===== config.mk =====
export PLATFORM = sky130hd
export DESIGN_NAME = single_port_ram_loader
export DESIGN_NICKNAME = d
export VERILOG_FILES = /design/src/rtl/single_port_ram_loader.sv
export SDC_FILE = /design/constraint.sdc
export NUM_CORES = 1
export LEC_CHECK = 0
export BUFFER_PORTS_ARGS = -buffer_cell sky130_fd_sc_hd__buf_4
export CORE_MARGIN = 3
export CORE_UTILIZATION = 52
export CTS_BUF_LIST = sky130_fd_sc_hd__clkbuf_2
export DETAILED_ROUTE_END_ITERATION = 10
export PLACE_DENSITY = 0.71
export SLEW_MARGIN = 5
export SYNTH_ARGS = -nofsm -noshare
export SYNTH_HDL_FRONTEND = slang
export SYNTH_SLANG_ARGS = --single-unit
export TNS_END_PERCENT = 10

===== constraint.sdc =====
create_clock -name clk -period 3.8 [get_ports clk]
set_clock_uncertainty 0.1 [all_clocks]
set_input_delay 0.76 -clock clk [delete_from_list [all_inputs] [get_ports clk]]
set_output_delay 0.76 -clock clk [all_outputs]
set_load 0.05 [all_outputs]

===== src/rtl/single_port_ram_loader.sv =====
// Sequential loader that fills a small RAM from the top index downward and
// exposes it for combinational readback in load order.
module single_port_ram_loader #(
    parameter int DATA_WIDTH = 8,
    parameter int ADDR_WIDTH = 3
) (
    input  logic                  clk,
    input  logic                  reset,
    input  logic                  start,
    input  logic                  in_valid,
    input  logic [DATA_WIDTH-1:0] in_data,
    output logic                  in_ready,
    input  logic [ADDR_WIDTH-1:0] rd_addr,
    output logic [DATA_WIDTH-1:0] rd_q,
    output logic                  busy,
    output logic                  done,
    output logic [ADDR_WIDTH:0]   wr_count
);

    localparam int DEPTH = 1 << ADDR_WIDTH;

    localparam logic [1:0] ST_IDLE = 2'd0;
    localparam logic [1:0] ST_LOAD = 2'd1;
    localparam logic [1:0] ST_DONE = 2'd2;

    logic [1:0]            state;
    logic [DATA_WIDTH-1:0] mem [DEPTH];
    logic [DEPTH-1:0]      mask;
    logic                  xfer;
    logic                  last;
    logic [ADDR_WIDTH-1:0] wr_idx;
    logic [ADDR_WIDTH-1:0] rd_idx;

    assign in_ready = (state == ST_LOAD);
    assign busy     = (state == ST_LOAD);
    assign done     = (state == ST_DONE);
    assign xfer     = in_valid && in_ready;

    // DEPTH-1-x in ADDR_WIDTH bits is the bitwise inverse of x.
    assign wr_idx = ~wr_count[ADDR_WIDTH-1:0];
    assign rd_idx = ~rd_addr;
    assign last   = (wr_count[ADDR_WIDTH-1:0] == {ADDR_WIDTH{1'b1}});

    assign rd_q = mask[rd_idx] ? mem[rd_idx] : '0;

    always_ff @(posedge clk) begin
        if (reset) begin
            state    <= ST_IDLE;
            wr_count <= '0;
            mask     <= '0;
        end else begin
            case (state)
                ST_IDLE, ST_DONE: begin
                    if (start) begin
                        state    <= ST_LOAD;
                        wr_count <= '0;
                        mask     <= '0;
                    end
                end
                ST_LOAD: begin
                    if (in_valid) begin
                        mask[wr_idx] <= 1'b1;
                        wr_count     <= wr_count + 1'b1;
                        if (last) state <= ST_DONE;
                    end
                end
                default: state <= ST_IDLE;
            endcase
        end
    end

    // Storage is not reset; the mask alone decides what readback exposes.
    always_ff @(posedge clk) begin
        if (xfer && !reset) mem[wr_idx] <= in_data;
    end

endmodule


==> flow_summary_export.csv, run 1 <==
group,metric,value,unit
run_status,outcome,"finished, final reports clean",
die,die-area,0.007117,mm^2
critical_path,required,2.94,ns
run,maxCapViolCount,0,
sta,timing.fmax,0.3169,GHz
clock_network,cts_resized,0,
clock_network,holdBufCountCts,0,
cells_and_area,fin_area,0.003513,mm^2
cells_and_area,drive_gt1_share,22.33,%
global_routing,grt_pass1_vias,1713,
place,dpl-instance-area,0.003445,mm^2
critical_path,critical_path_class,"in2out",
routing,wl_per_cell,20.13,um
synth,syn_inst,179,
pwr,leakage,1.266,nW
synth,ys_types,30,
critical_path,ff2ff_setup_slack,1.50,ns
cells_and_area,regArea,0.002202,mm^2
routing,firstDrtPassIters,4,
synth,synth_seq_cells,78,
routing,drc,0,
place,port_buffers,29,
critical_path,max_stage_delay,0.58,ns
clock_network,cts-root-buf,"clkbuf_2",
synth,synthFlopType,"edfxtp_1",
sta,final.setup.tns,0,ns
place,place_congestion,0.7425,
critical_path,r2r-start,"state[1]",
critical_path,crit_fanout,18,
global_routing,grt_pass1_wl,9.142,mm
routing,drt_wl_total,5.776,mm
global_routing,gr-total-overflow,0,
global_routing,antenna_found_initial,0,
sta,slew_headroom,33.62,%
clock_network,clock_path_buffers,2,
critical_path,path_buf_inv,2,
global_routing,grt_max_degree,19,
synth,avgSynthCellArea,17.84,um^2
die,core_area,0.005709,mm^2
worst_hold_path,hold_path.class,"in2reg",
clock_network,clock-sinks,78,
die,die_h,84.36,um
pwr,pwr_density_cell,382.0,mW/mm^2
clock_network,h-tree-depth,3,
synth,async_flop_share,0,%
critical_path,start_kind,"input pin",
sta,tightest_slew,0.9920,ns
synth,ys_seq_area_share,68.97,%
clock_network,path_clk_slew,0.17,ns
sta,rsz0062_at_grt,"false",
pwr,p_int,1.046,mW
place,hpwlAfterDp,3.813,mm
pwr,pwr-share-seq,69.4,%
routing,vias,1686,
critical_path,crit_top_cell,"buf_4",
synth,syn-num-nets,196,
cells_and_area,antennaDiodeCount,0,
critical_path,path_cells,"buf_4 > mux4_2 > mux2i_4 > nor2_1 > buf_4",
clock_network,cts_buffers,9,
critical_path,reg2reg_depth,3,
cells_and_area,multi_input_area,912.1,um^2
critical_path,crit_slowest_cell,"mux4_2",
sta,hold_viol,0,
routing,drt_iter0_markers,144,
cells_and_area,fin_nets,229,
sta,timing.hold.ws,0.3778,ns
critical_path,r2r-end,"mem[3][7]",
clock_network,post_cts.repair.setup_buffers,0,
sta,setup_viol,0,
sta,drv_slew,0,
die,start_util,55.93,%
critical_path,worstSetupEndpointType,"output pin",
sta,min_period,3.155,ns
pwr,p_clk_share,24.1,%
synth,synthesis.area,0.003193,mm^2
global_routing,grt_util_all_layers,17.40,%
routing,vias_per_cell,5.875,
critical_path,arrival,2.30,ns
pwr,pwr-share-comb,6.5,%
cells_and_area,fillCellCount,430,
clock_network,clock_latency,0.46,ns
pwr,p_sw_share,22.08,%
synth,synth_edf_count,64,
critical_path,setup.worst_path.end,"rd_q[1]",
pwr,p_sw,0.2963,mW
critical_path,critical_path_depth,5,
pwr,irDropWorstVdd,0.2263,mV
die,fp.dieW,84.36,um
synth,ys_warn_count,0,
critical_path,crit_family,"multiplexers",
die,ios,30,
clock_network,cts_tree,"built",
routing,ant_nets,0,
sta,fin_crit_sh,83.04,%
die,row_count,27,
cells_and_area,syn2layout_area_growth,10.03,%
critical_path,cp-startpoint,"rd_addr[0]",
## cell type report
| type | instances | share of cell area (%) |
|---|---|---|
| clock buffer | 11 | 1.567 |
| multi-input combinational | 90 | 25.96 |
| clock inverter | 3 | 0.3917 |
| inverter | 2 | 0.2137 |
| tap | 72 | 2.564 |
| sequential | 78 | 62.68 |
| timing repair buffer | 31 | 6.624 |
## logic make-up after synthesis
logic type | count (synthesis) | synth area share [%]
mux | 28 | 17.99
simple gates | 47 | 7.093
buf+inv | 11 | 2.469
fa+ha+maj | 2 | 0.7836
compound gates | 12 | 2.430
flops | 78 | 68.97
xor+xnor | 1 | 0.2743
## registers in the layout, summed over array words and instances, names as in the netlist
name / cells
mem: 64
mask: 8
wr_count: 4
state: 2
## cell usage in the layout, fill, tap and decap left out, types with 2 or more instances in the layout
master    synthesis  routed
a21oi_1           6       6
a22o_1            3       3
buf_4             1      31
clkbuf_2          0      11
clkinv_2          0       2
dfxtp_1          14      14
edfxtp_1         64      64
ha_1              2       2
inv_1             2       2
mux2i_1           9       9
mux4_1           15      15
mux4_2            3       3
nand2_1           5       5
nand2b_1          3       3
nand3_1           6       6
nand3b_1          2       2
nor2_1           20      20
nor2b_1           4       4
nor3_1            3       3
## metal layers
layer / GRT usage [%] / up-vias / part of all wire (%)
met5: 0 / - / 0
met4: 7.626 / 0 / 1.7
met3: 3.337 / 12 / 4.9
met2: 29.34 / 51 / 52
met1: 22.04 / 844 / 42
li1: - / 779 / -
## power groups by stage
stage | clock network [mW] | logic (mW) | registers (mW)
detailed placement | 0 | 0.0878 | 0.950
finish | 0.324 | 0.0872 | 0.931
floorplan | 0 | 0.0594 | 0.950
global placement | 0 | 0.0843 | 0.949
global route | 0.378 | 0.0939 | 0.932
CTS | 0.337 | 0.0880 | 0.931
## synthesized netlist by cell type (2+ instances only)
cell,instances,share of area (%)
edfxtp_1,64,60
nor2_1,20,2.4
mux4_1,15,12
dfxtp_1,14,8.8
mux2i_1,9,2.8
a21oi_1,6,0.94
nand3_1,6,0.94
nand2_1,5,0.59
nor2b_1,4,0.78
a22o_1,3,0.82
clkbuf_1,3,0.35
mux4_2,3,2.1
nand2b_1,3,0.59
nor3_1,3,0.47
buf_2,2,0.31
buf_6,2,0.71
ha_1,2,0.78
inv_1,2,0.24
nand3b_1,2,0.47
## metrics by stage
stage / worst slack, ns / instances / util, % / power (mW)
floorplan: 0.8904 / 179 / - / 1.010
global placement: 0.6446 / 273 / 60.33 / 1.033
detailed placement: 0.6156 / 273 / 60.33 / 1.038
CTS: 0.6104 / 287 / 61.54 / 1.356
global route: 0.5805 / 287 / 61.54 / 1.404
finish: 0.6445 / 287 / 61.54 / 1.342
## worst min path at each step
stage,from,endpoint,slack [ns],cells past startpoint
2_1_floorplan,mask[1],mask[1],0.33,2
3_3_place_gp,mask[1],mask[1],0.36,2
3_5_place_dp,mask[6],mask[6],0.35,1
4_1_cts,reset,wr_count[2],0.33,2
5_1_grt,reset,state[0],0.31,2
6_report,reset,wr_count[2],0.38,2
## worst reg2reg max path, cell delays in order (launching register included)
cell and delay, ns:
dfxtp_1 0.37, nand3b_1 0.26, or3_1 0.42, nor2_1 0.79
Note: power is estimated with default switching activity, not from simulation.
==> inputs of run 2 (changes only) <==
clock period = 3.2 ns   (was 3.8 ns; I/O delays follow)
==> run 2 against run 1 <==
Net effect: sequential power rose by 19%; design area rose by 3.5%; final cell count rose by 3.1%; routed wire length up 1.4%; critical path depth down 1; critical path type is now reg2out; non-clock buffer count up 8; die area unchanged; clock power increased by 78%.
==> flow_summary_export.csv, run 2 (synthesis results as in run 1) <==
group,metric,value,unit
clock_network,cts-root-buf,"clkbuf_2",
pwr,leakage,1.331,nW
global_routing,antenna_found_initial,0,
routing,ant_nets,0,
critical_path,crit_fanout,8,
critical_path,start_kind,"flop",
critical_path,ff2ff_setup_slack,1.12,ns
sta,timing.fmax,0.3588,GHz
die,ios,30,
clock_network,cts_tree,"built",
die,die-area,0.007117,mm^2
clock_network,cts_buffers,9,
run_status,outcome,"finished, final reports clean",
sta,rsz0062_at_grt,"false",
sta,tightest_slew,0.6017,ns
critical_path,reg2reg_depth,4,
global_routing,gr-total-overflow,0,
cells_and_area,syn2layout_area_growth,13.87,%
die,start_util,55.93,%
pwr,pwr_density_cell,492.2,mW/mm^2
cells_and_area,drive_gt1_share,25.89,%
critical_path,r2r-start,"wr_count[1]",
place,hpwlAfterDp,4.000,mm
sta,drv_slew,0,
critical_path,cp-startpoint,"mask[2]",
die,row_count,27,
worst_hold_path,hold_path.class,"in2reg",
clock_network,clock_path_buffers,2,
sta,hold_viol,0,
sta,slew_headroom,59.74,%
cells_and_area,final_cell_mix,"edfxtp_1, buf_4, nor2_1",
clock_network,clock_latency,0.49,ns
pwr,irDropWorstVdd,0.2893,mV
routing,firstDrtPassIters,4,
critical_path,arrival,2.05,ns
routing,drc,0,
sta,setup_viol,0,
clock_network,path_clk_slew,0.20,ns
routing,drt_wl_total,5.858,mm
cells_and_area,mostFrequentLayoutCell,"edfxtp_1",
critical_path,setup.worst_path.end,"rd_q[1]",
sta,min_period,2.787,ns
sta,fin_crit_sh,87.11,%
global_routing,grt_util_all_layers,17.78,%
cells_and_area,final_util,63.69,%
clock_network,cts_resized,0,
cells_and_area,fin_nets,237,
die,die_h,84.36,um
place,port_buffers,29,
global_routing,grt_max_degree,18,
routing,vias,1712,
clock_network,h-tree-depth,3,
sta,final.setup.tns,0,ns
place,place_congestion,0.7422,
critical_path,critical_path_class,"reg2out",
cells_and_area,reg.largest.list,"mem: 64 flops, mask: 8 flops, wr_count: 4 flops",
run,maxCapViolCount,0,
clock_network,post_cts.repair.setup_buffers,0,
global_routing,grt_pass1_wl,9.411,mm
routing,wl_per_cell,19.79,um
cells_and_area,antennaDiodeCount,0,
cells_and_area,largest_register_ffs,64,
die,core_area,0.005709,mm^2
clock_network,holdBufCountCts,0,
critical_path,r2r-end,"mem[0][0]",
critical_path,worstSetupEndpointType,"output pin",
clock_network,clock-sinks,78,
critical_path,required,2.46,ns
die,fp.dieW,84.36,um
cells_and_area,max_flop_register,"mem",
global_routing,grt_pass1_vias,1750,
routing,vias_per_cell,5.784,
routing,drt_iter0_markers,170,
==> run 2: changes by cell type in the layout (fill, tap and decap cells not counted) <==
cell	delta
buf_4	+8
clkinv_1	-1
clkbuf_2	-2
clkinvlp_4	+1
inv_6	+1
bufinv_16	+2
==> run 2: area by class of cell <==
type / instances / area [um^2]
flip-flops and latches: 78 / 2202
fillers: 408 / 2073
multi-input cells: 90 / 912.1
repair buffers: 39 / 292.8
well taps: 72 / 90.09
clock inverters: 6 / 86.33
clock buffers: 9 / 45.04
inverters: 2 / 7.507
==> run 2: worst min path at each step <==
stage / from / end / slack (ns) / depth (start not counted)
final: reset / state[0] / 0.22 / 2
after global placement: mask[1] / mask[1] / 0.35 / 2
after detailed placement: mask[4] / mask[4] / 0.36 / 2
after CTS: reset / state[0] / 0.18 / 2
after floorplan: mask[1] / mask[1] / 0.33 / 2
after global routing: reset / state[0] / 0.16 / 2
==> run 2: per-layer routing <==
metal	vias to the layer above	part of all wire (%)	global-route usage (%)
met5	-	0	0
met1	857	43	22.74
met3	10	4.2	4.416
met4	0	1.6	7.050
met2	50	51	29.41
li1	795	-	-
==> run 2: stage by stage <==
stage / worst slack (ns) / area, um^2 / std cells / hold slack, ns / power [mW]
after CTS: 0.3448 / 3636 / 296 / 0.1801 / 1.811
after global routing: 0.2746 / 3636 / 296 / 0.1639 / 1.867
final: 0.4126 / 3636 / 296 / 0.2237 / 1.790
after global placement: 0.4217 / 3505 / 281 / 0.3532 / 1.230
after floorplan: 0.5304 / 3193 / 179 / 0.3315 / 1.199
after detailed placement: 0.3879 / 3505 / 281 / 0.3616 / 1.236
==> run 2: worst max-delay path, stage by stage (launching register included) <==
cell and delay (ns):
dfxtp_1 0.37, mux4_2 0.50, mux2i_4 0.36, nor2_1 0.12
buf_4 0.21
==> run 2: power breakdown <==
part	switching (mW)	total [mW]	internal (mW)	leakage [nW]
clock network	0.323	0.578	0.255	0.0781
registers	0.00420	1.11	1.10	0.689
logic	0.0600	0.106	0.0463	0.564
==> inputs of run 3 (changes only) <==
CORE_UTILIZATION = 50   (was 52)
GPL_ROUTABILITY_DRIVEN = 0   (was not set)
PLACE_DENSITY = 0.69   (was 0.71)
==> run 3 against run 2 <==
Net effect: critical path depth grew 1; power shrank 0.94%; maximum frequency shrank 0.82%; setup slack lost 0.023 ns; routed wire length shrank 1.5%; via count grew 0.93%; final cell count grew 1.0%; critical path type is now in2out; largest power group unchanged.
==> flow_summary_export.csv, run 3 (synthesis results as in run 1) <==
group,metric,value,unit
run_status,outcome,"finished, final reports clean",
cells_and_area,reg.largest.list,"mem: 64 flops, mask: 8 flops, wr_count: 4 flops",
routing,drt_iter0_markers,167,
clock_network,cts_buffers,9,
sta,min_period,2.810,ns
critical_path,required,2.46,ns
critical_path,ff2ff_setup_slack,1.14,ns
place,port_buffers,29,
critical_path,critical_path_class,"in2out",
die,start_util,52.68,%
cells_and_area,fin_nets,236,
sta,hold_viol,0,
clock_network,h-tree-depth,3,
pwr,p_int,1.407,mW
clock_network,clock_latency,0.48,ns
cells_and_area,final_util,59.91,%
clock_network,path_clk_slew,0.19,ns
routing,vias,1728,
routing,vias_per_cell,5.779,
critical_path,worstSetupEndpointType,"output pin",
sta,setup_ws,0.3897,ns
routing,drc,0,
die,die-area,0.007381,mm^2
pwr,pwr-share-seq,62.4,%
pwr,irDropWorstVdd,0.2610,mV
pwr,p_sw_share,20.62,%
routing,drt_wl_total,5.770,mm
sta,final.setup.tns,0,ns
global_routing,grt_util_all_layers,17.78,%
clock_network,clock-sinks,78,
clock_network,clock_path_buffers,2,
clock_network,post_cts.repair.setup_buffers,0,
cells_and_area,fillCellCount,449,
place,hpwlAfterDp,3.866,mm
pwr,p_clk_share,31.7,%
routing,wl_per_cell,19.30,um
global_routing,grt_pass1_vias,1825,
worst_hold_path,min_to,"state[1]",
pwr,leakage,1.325,nW
sta,timing.hold.ws,0.2424,ns
die,row_count,28,
sta,drv_slew,0,
clock_network,cts-root-buf,"clkbuf_2",
worst_hold_path,min_from,"reset",
global_routing,antenna_found_initial,0,
worst_hold_path,hold_path.class,"in2reg",
clock_network,holdBufCountCts,0,
pwr,pwr_density_cell,488.3,mW/mm^2
sta,timing.fmax,0.3558,GHz
cells_and_area,antennaDiodeCount,0,
die,fp.dieW,85.92,um
sta,slew_headroom,71.33,%
cells_and_area,syn2layout_area_growth,13.71,%
critical_path,crit_top_cell,"buf_4",
place,post-place-ws,0.3571,ns
sta,rsz0062_at_grt,"false",
critical_path,crit_slowest_cell,"mux4_2",
sta,fin_crit_sh,87.82,%
sta,tightest_slew,0.4285,ns
die,die_h,85.92,um
cells_and_area,mostFrequentLayoutCell,"edfxtp_1",
routing,firstDrtPassIters,4,
critical_path,path_cells,"buf_4 > mux4_2 > mux2i_4 > nor2_1 > buf_4",
pwr,p_sw,0.3656,mW
run,maxCapViolCount,0,
critical_path,crit_fanout,14,
die,core_area,0.006061,mm^2
cells_and_area,fin_area,0.003631,mm^2
die,ios,30,
global_routing,grt_pass1_wl,9.466,mm
critical_path,start_kind,"input pin",
cells_and_area,stdcell_count,299,
cells_and_area,final_cell_mix,"edfxtp_1, buf_4, nor2_1",
worst_hold_path,min_delay_path_depth,2,
cells_and_area,largest_register_ffs,64,
critical_path,arrival,2.07,ns
clock_network,cts_resized,0,
critical_path,max_stage_delay,0.57,ns
place,dp_cells,283,
critical_path,r2r-start,"state[1]",
pwr,p_total,1.773,mW
critical_path,reg2reg_depth,4,
routing,ant_nets,0,
place,dpl-instance-area,0.003501,mm^2
sta,setup_viol,0,
global_routing,grt_max_degree,18,
cells_and_area,max_flop_register,"mem",
critical_path,r2r-end,"mem[2][1]",
pwr,pwr-share-comb,6.0,%
clock_network,cts_tree,"built",
cells_and_area,drive_gt1_share,25.00,%
global_routing,gr-total-overflow,0,
[run 3: cell types whose count changed in the layout (fill, tap and decap cells not counted), sizes merged]
cell / before / now
clkbuf: 9 / 11
buf: 39 / 38
inv: 3 / 2
[run 3: worst max-delay path by stage]
stage | start | endpoint | slack (ns) | depth (start not counted)
floorplan | rd_addr[1] | rd_q[6] | 0.53 | 5
global placement | rd_addr[0] | rd_q[3] | 0.38 | 5
detailed placement | rd_addr[0] | rd_q[3] | 0.36 | 5
CTS | rd_addr[0] | rd_q[3] | 0.36 | 5
global route | rd_addr[0] | rd_q[4] | 0.30 | 5
finish | rd_addr[0] | rd_q[4] | 0.39 | 5
[run 3: layer usage]
metal	track usage (%)	wire [um]	vias up
met5	0	0	-
met4	9.065	87	0
met3	4.803	217	9
met2	28.87	2993	46
met1	21.92	2472	882
li1	-	-	791
[run 3: critical path, delay by kind of cell]
family / cells / cell delay (ns)
muxes: 2 / 0.89
buffers and inverters: 2 / 0.43
and+or+nand+nor: 1 / 0.10
[run 3: final cells by class]
cell class                      count  area, um^2  share of cell area (%)
Clock buffer                       11       55.05                   1.516
Clock inverter                      5       75.07                   2.068
Inverter                            2       7.507                  0.2068
Multi-Input combinational cell     90       912.1                   25.12
Sequential cell                    78        2202                   60.65
Tap cell                           75       93.84                   2.584
Timing Repair Buffer               38       285.3                   7.857
[run 3: power by group through the flow]
stage          sequential, mW  clock [mW]  combinational [mW]
6_report                 1.11       0.562               0.106
5_1_grt                  1.11       0.631               0.115
2_1_floorplan            1.13           0              0.0706
4_1_cts                  1.11       0.588               0.107
3_5_place_dp             1.13           0               0.107
3_3_place_gp             1.13           0               0.102
